===== config.mk =====
export PLATFORM = sky130hd
export DESIGN_NAME = i_ap_err_recover
export DESIGN_NICKNAME = d
export VERILOG_FILES = /design/src/rtl/i_ap_err_recover.sv
export SDC_FILE = /design/constraint.sdc
export NUM_CORES = 1
export LEC_CHECK = 0
export CAP_MARGIN = 0
export CORE_MARGIN = 1
export CORE_UTILIZATION = 57
export CTS_CLUSTER_SIZE = 16
export DETAILED_ROUTE_END_ITERATION = 16
export MAX_ROUTING_LAYER = met4
export PLACE_DENSITY_LB_ADDON = 0.12
export REMOVE_ABC_BUFFERS = 1
export SYNTH_ARGS = -nofsm -noshare
export SYNTH_HDL_FRONTEND = slang
export SYNTH_SLANG_ARGS = --single-unit

===== constraint.sdc =====
create_clock -name clk -period 9 [get_ports clk]
set_input_delay 2.7 -clock clk [delete_from_list [all_inputs] [get_ports clk]]
set_output_delay 2.7 -clock clk [all_outputs]
set_load 0.005 [all_outputs]

===== src/rtl/i_ap_err_recover.sv =====
// Error detection and recovery stage for a segmented approximate adder.
// Checks the speculative sum, repairs the upper byte when needed and tracks error statistics.
module i_ap_err_recover #(
    parameter int CNT_W = 16
) (
    input  logic             clk,
    input  logic             rst,
    input  logic             in_valid,
    output logic             in_ready,
    input  logic [15:0]      A,
    input  logic [15:0]      B,
    input  logic [15:0]      SUM_AP,
    output logic             out_valid,
    input  logic             out_ready,
    output logic [15:0]      SUM,
    output logic             COUT,
    output logic             ERR,
    output logic [CNT_W-1:0] err_cnt,
    output logic [CNT_W-1:0] txn_cnt
);

    typedef enum logic [1:0] {IDLE, CHECK, FIX, DONE} state_t;

    state_t            state_q, state_d;
    logic [15:0]       a_q, a_d;
    logic [15:0]       b_q, b_d;
    logic [15:0]       ap_q, ap_d;
    logic [15:0]       sum_q, sum_d;
    logic              cout_q, cout_d;
    logic              err_q, err_d;
    logic [CNT_W-1:0]  err_cnt_q, err_cnt_d;
    logic [CNT_W-1:0]  txn_cnt_q, txn_cnt_d;

    logic [16:0]       exact;
    logic              c8;
    logic              c8s;
    logic              mism;
    logic [7:0]        hi_fix;

    assign exact  = {1'b0, a_q} + {1'b0, b_q};
    // Carry into bit 8 recovered from the full sum: sum bit = a ^ b ^ carry-in.
    assign c8     = exact[8] ^ a_q[8] ^ b_q[8];
    assign c8s    = ({1'b0, a_q[7:4]} + {1'b0, b_q[7:4]} + {4'b0, a_q[0]}) > 5'd15;
    assign mism   = (ap_q != exact[15:0]);
    assign hi_fix = ap_q[15:8] - {7'b0, c8s} + {7'b0, c8};

    always_comb begin
        state_d   = state_q;
        a_d       = a_q;
        b_d       = b_q;
        ap_d      = ap_q;
        sum_d     = sum_q;
        cout_d    = cout_q;
        err_d     = err_q;
        err_cnt_d = err_cnt_q;
        txn_cnt_d = txn_cnt_q;
        unique case (state_q)
            IDLE: begin
                if (in_valid) begin
                    a_d     = A;
                    b_d     = B;
                    ap_d    = SUM_AP;
                    state_d = CHECK;
                    if (txn_cnt_q != {CNT_W{1'b1}}) begin
                        txn_cnt_d = txn_cnt_q + CNT_W'(1);
                    end
                end
            end
            CHECK: begin
                err_d = mism;
                if (mism) begin
                    state_d = FIX;
                    if (err_cnt_q != {CNT_W{1'b1}}) begin
                        err_cnt_d = err_cnt_q + CNT_W'(1);
                    end
                end else begin
                    sum_d   = ap_q;
                    cout_d  = exact[16];
                    state_d = DONE;
                end
            end
            FIX: begin
                sum_d   = {hi_fix, exact[7:0]};
                cout_d  = exact[16];
                err_d   = 1'b1;
                state_d = DONE;
            end
            DONE: begin
                if (out_ready) begin
                    state_d = IDLE;
                end
            end
        endcase
    end

    always_ff @(posedge clk) begin
        if (rst) begin
            state_q   <= IDLE;
            a_q       <= '0;
            b_q       <= '0;
            ap_q      <= '0;
            sum_q     <= '0;
            cout_q    <= 1'b0;
            err_q     <= 1'b0;
            err_cnt_q <= '0;
            txn_cnt_q <= '0;
        end else begin
            state_q   <= state_d;
            a_q       <= a_d;
            b_q       <= b_d;
            ap_q      <= ap_d;
            sum_q     <= sum_d;
            cout_q    <= cout_d;
            err_q     <= err_d;
            err_cnt_q <= err_cnt_d;
            txn_cnt_q <= txn_cnt_d;
        end
    end

    assign in_ready  = (state_q == IDLE);
    assign out_valid = (state_q == DONE);
    assign SUM       = sum_q;
    assign COUT      = cout_q;
    assign ERR       = err_q;
    assign err_cnt   = err_cnt_q;
    assign txn_cnt   = txn_cnt_q;

endmodule


Word-level counts from Yosys, hierarchy flattened:

Cells that the tools add are included.

* bits in registers: 100
* latch bits: 0
* memories kept: 0
* bits in writable memories: 0
* bits in read-only memories: 0

* add/sub/neg operators: 7
* reductions and logical operators: 7
* equality and inequality tests: 9
* shift operators: 0
* mux-type cells: 9
* divide/modulo/power cells: 0
* bitwise logic cells: 2
* order comparisons: 1
* multiply operators: 0

Operators by type and width (number)
* adder 16 x 1 -> 16 bit, second input constant: 2
* inequality test 16 bit, second input constant: 2
* case mux 16 bit (2 select lines): 1
* adder 16 x 16 -> 17 bit: 1
* 2-to-1 mux 16 bit: 1
* inequality test 16 bit: 1
* adder 8 x 1 -> 8 bit: 1
* case mux 2 bit (4 select lines): 1
* subtractor 8 x 1 -> 8 bit: 1
* AND reduction 2 bit: 3
* AND reduction 3 bit: 2
* adder 4 x 4 -> 5 bit: 1
* adder 5 x 1 -> 5 bit: 1
* greater-than comparator 5 x 4 -> 1 bit, second input constant: 1
* == test 2 bit, second input constant: 2
* 2-to-1 mux 2 bit: 2
* inequality test 2 bit, second input constant: 2
* case mux 1 bit (2 select lines): 2
* == test 2 x 1 -> 1 bit, second input constant: 1
* zero test 2 bit: 1
* 2-to-1 mux 1 bit: 2
* inequality test 2 x 1 -> 1 bit, second input constant: 1
* nonzero test 2 bit: 1
* XOR 1 bit: 2

Longest topological paths before layout:

* word-level depth: 6
* mapped depth: 22
* depth with buffers taken out: 22

Worst setup path before layout:

OpenSTA, ideal clock, no wires.

* path kind: input -> register
* from: input port in_valid
* to: register txn_cnt_q[15] (netlist: txn_cnt[15])
* path buffers: 0
* setup time: 0.128 ns
* data arrival time: 3.993 ns
* cell stages on the path: 7
* path slack: 4.879 ns
* cells stage by stage: nand2_1 -> a41oi_1 -> nand4_1 -> nor2_1 -> nand4_1 -> xor2_1 -> nor2_1

* longest elaborated chain between the ends: 1

Ends and longest elaborated chain
* start, declared: line 8 `input logic in_valid,`
* AND reduction 3 bit (no line)
* end signal, assigned: line 116 `txn_cnt_q <= txn_cnt_d;`
* end, declared: line 32 `logic [CNT_W-1:0] txn_cnt_q, txn_cnt_d;`

No other way between the ends.
A chain may end at the register's enable or synchronous reset.

Final worst setup path:

* from: input port in_valid
* to: register txn_cnt_q[11] (netlist: txn_cnt[11])

The elaborated chain is that of the path after synthesis.

==> flow_results.org <==
** Floorplanning
- During I/O placement, the number of pins put on the boundary was 104.
- The floorplan step set the die width to 101 µm.
- The initial utilization of the core area, before any placement, comes to 59.8%.
- Std-Cell Rows :: 35
- Die boundary height :: 101 µm
- The die covers 10200 µm².
- The total area inside the core boundary comes to 9370 µm².

** Synth
- The netlist uses 57 different library cells.
- Post-Synth Simple-Gate Area :: 22.8%
- Summing the sequential cell areas from Yosys gives 35.7% of the chip area.
- Dominant combinational cell family by area after synthesis :: simple AND/OR/NAND/NOR gates
- Register bit total from synthesis :: 100
- For this run, asynchronously set or reset flops after synthesis account for 0%.
- For this run, the leading register cell type out of synthesis is dfxtp_1.
- A synthesized cell averages 8.01 µm².
- The synthesized netlist devotes 6.96% of its cell area to XOR and XNOR gates.
- In this run the cell area of the synthesized design comes to 5610 µm².
- Share of synthesized cell area in full adder, half adder and majority cells :: 8.12%
- Number of synthesized flops with an enable pin :: 0
- After technology mapping, the gate count stands at 700.
- Yosys synthesis warning count :: 0
- In the synthesized netlist, mux cells make up 5.38% of the area.
- Summing the areas of all compound-gate instances in the mapped netlist gives 16.2% of the synthesized area.

** STA
- The final-report hold violation count is 0.
- Setup repair after global routing missed its margin :: no
- For the finished layout, the period the worst path requires is 4800 ps.
- Setup violations remaining at the end of the flow were counted as 0.
- Timing would allow up to 208 MHz.
- The total count of max-transition violations in the final report is 0.
- Slew at the pin closest to its max-slew limit :: 1210 ps
- Total negative setup slack :: 0 ps
- After layout, the worst path uses 53.3% of the clock period.
- Clock skew on the completed layout was measured at 20.5 ps.
- In this run the tightest slew margin relative to its limit is 18.4%.

** Routing
- Post-DR wirelength/cell :: 14.4 µm
- After the first detailed-routing iteration, the DRC count stood at 206.
- Routed via count divided by cell count :: 5.49
- For this block, the routed nets add up to 13.1 mm of wire.
- Residual DRC count :: 0
- Vias after detailed routing :: 5018
- The first TritonRoute pass finished after 4 iterations.
- Count of antenna-violating nets left after detailed routing :: 0

** Setup path
- Worst Path Arrival :: 5040 ps
- Launching element type of the critical path :: input pin
- The worst setup path is captured at a flop.
- Total number of cells along the worst setup path :: 9
- CP Max Fanout :: 50
- Count of buffering cells on the critical path with inverters included :: 2
- On the worst path, the slowest cell contributes a delay of 500 ps.
- Grouping stages by cell kind, the critical path spends the most delay in simple AND/OR/NAND/NOR gates.
- Launch point of the worst path :: in_valid
- Endpoint of the worst register-to-register path :: err_cnt[6]$_SDFFE_PP0P_
- Startpoint of the worst register-to-register path :: a_q[0]$_SDFFE_PP0P_
- Data required time of the worst path :: 9240 ps
- Reg2Reg Setup Slack :: 4610 ps
- Walking the worst path, the cells encountered are clkdlybuf4s50_1, nand2_1, buf_4, a41oi_1, nand4_1, nor2_1, nand3_1, xor2_1, nor2_1.
- For this design, the slowest cell found on the critical path is a41oi_1.
- Most used cell, CP :: nor2_1
- Worst reg2reg path depth :: 12
- Worst setup endpoint :: txn_cnt[11]$_SDFFE_PP0P_
- Classification of the worst setup path :: input pin to flop

** Min path
- The path class of the tightest hold or removal check is flop to flop.
- In this run the most critical hold path is launched from ap_q[6]$_SDFFE_PP0P_.

** Job
- Max-cap violations :: 0

** Place
- Number of buffer cells added on primary ports :: 103
- The number of placed instances, taps included, is 898.
- The wire-length estimate of the detail-placed layout is 9.57 mm.
- Final estimated routing congestion in global placement :: 0.911

** Layout
- Area delta synth->final :: 22.3%
- Leading cell type in the layout, fill and taps excluded :: nand2_1
- Number of standard cells in the final layout excluding fillers :: 914
- N_diodes :: 0
- After the last flow step, the layout net total stands at 866.
- Share of final-layout standard cells stronger than drive strength 1 :: 6.11%
- Commonest cells after routing, fill and taps aside :: nand2_1 (134), clkdlybuf4s50_1 (102), dfxtp_1 (100)

** Global route
- In the global route stage, overall resource usage came out at 27.7%.
- The initial antenna violation count is 0.
- Via count of the first global-routing pass :: 4799
- The first global-routing pass estimated 22.0 mm of wire.
- Global routing finished with a remaining overflow of 0.
- Maximum number of pins on one net before global-route repair :: 64

** Pwr
- Leakage :: 2.65 nW
- Power density over cell area :: 227 nW/µm²
- The worst-case IR drop observed on VDD is 209 µV.

** Clocking
- The tree built by TritonCTS fans out to 100 sinks.
- Number of setup buffers added after CTS :: 0
- The clock reaches the later pin of the worst-skew pair after 380 ps.
- Buffers inserted during clock tree synthesis total 9.
- Clock-pin slew was measured on the worst setup and hold paths at 100 ps.
- After clock tree synthesis, the repair step resized 0 gates.
- The clock tree synthesis step divided the H-tree into 3 levels.
- In this run, post-CTS hold repair placed 0 buffers.
- TritonCTS built the clock tree.
- The clock passes through at most 2 buffers.
- The cell sitting at the root of the clock tree is a clkbuf_8.

** Outcome
- The flow ran to the end, and the final reports show no timing, DRC or antenna violations.
[power by group]
| group | total [mW] | internal, mW | switching [mW] | leakage (nW) |
|---|---|---|---|---|
| sequential | 0.567 | 0.510 | 0.0567 | 0.814 |
| clock | 0.286 | 0.108 | 0.178 | 0.0988 |
| combinational | 0.705 | 0.310 | 0.395 | 1.73 |
[Yosys cell counts (all sizes together) (4+ instances only)]
master | count | area [µm²]
nand2 | 134 | 503
dfxtp | 100 | 2000
a21oi | 79 | 395
nor2 | 51 | 191
ha | 30 | 375
inv | 30 | 113
clkbuf | 23 | 86.3
xor2 | 22 | 193
o21ai | 20 | 104
xnor2 | 20 | 175
mux2i | 17 | 170
nor2b | 17 | 106
buf | 15 | 67.6
nand3 | 14 | 70.1
nor3 | 13 | 65.1
and3 | 12 | 80.1
mux2 | 11 | 131
nand4 | 10 | 62.6
a31o | 9 | 78.8
nand2b | 7 | 43.8
a21o | 5 | 37.5
o211ai | 5 | 37.5
o31ai | 5 | 37.5
or3 | 5 | 31.3
a211o | 4 | 35.0
fa | 4 | 80.1
[registers in the layout, summed over array words and instances (netlist names)]
signal	flops
state_q	2
ap_q	16
SUM	16
ERR	1
txn_cnt	16
err_cnt	16
b_q	16
COUT	1
a_q	16
[worst min-delay path by stage]
stage,end,cells past startpoint
after detailed placement,SUM[7]$_SDFFE_PP0P_,2
final,ap_q[6]$_SDFFE_PP0P_,2
after global routing,a_q[6]$_SDFFE_PP0P_,2
after floorplan,ap_q[6]$_SDFFE_PP0P_,2
after CTS,SUM[7]$_SDFFE_PP0P_,2
after global placement,SUM[1]$_SDFFE_PP0P_,2
[worst register-to-register path, stage by stage, from the launching register on]
cell      delay, ps
dfxtp_1         430
ha_1            220
inv_1            60
fa_1            400
nand2b_1        210
a211oi_2        260
nor2_1          150
o21ai_0         410
nor3_1          110
or4b_4          570
nor3_1          980
nor4b_1         150
mux2_2          320
[area by class of cell]
cell class	count	area, µm²
clock buffers	9	124
clock inverters	7	62.6
fillers	757	2510
inverters	30	113
multi-input cells	532	3340
flip-flops and latches	100	2000
well taps	129	161
repair buffers	107	1060
[routing by layer]
metal  up-vias  global-route usage [%]  share of wire, %
met1      2340                    37.2                49
met2       112                    44.1                46
met3        13                    3.86               4.4
met5         -                       -                 0
li1       2553                       -                 -
met4         0                    6.69              0.92
[kinds of logic after synthesis]
family	Yosys count
buffers and inverters	68
and+or+nand+nor	279
xor gates and xnor gates	43
AOI/OAI and AO/OA	148
muxes	28
adders and majority gates	34
DFF	100
[through the flow]
step	worst slack [ps]	hold WS, ps	power, mW	utilization [%]	instance area [µm²]
after floorplan	4120	430	1.05	-	5450
after global placement	3920	441	1.25	71.2	6670
after detailed placement	3780	449	1.27	71.2	6670
after CTS	4190	464	1.56	73.2	6860
after global routing	3900	489	1.67	73.2	6860
final	4200	467	1.56	73.2	6860
(Power assumes the default switching activity.)
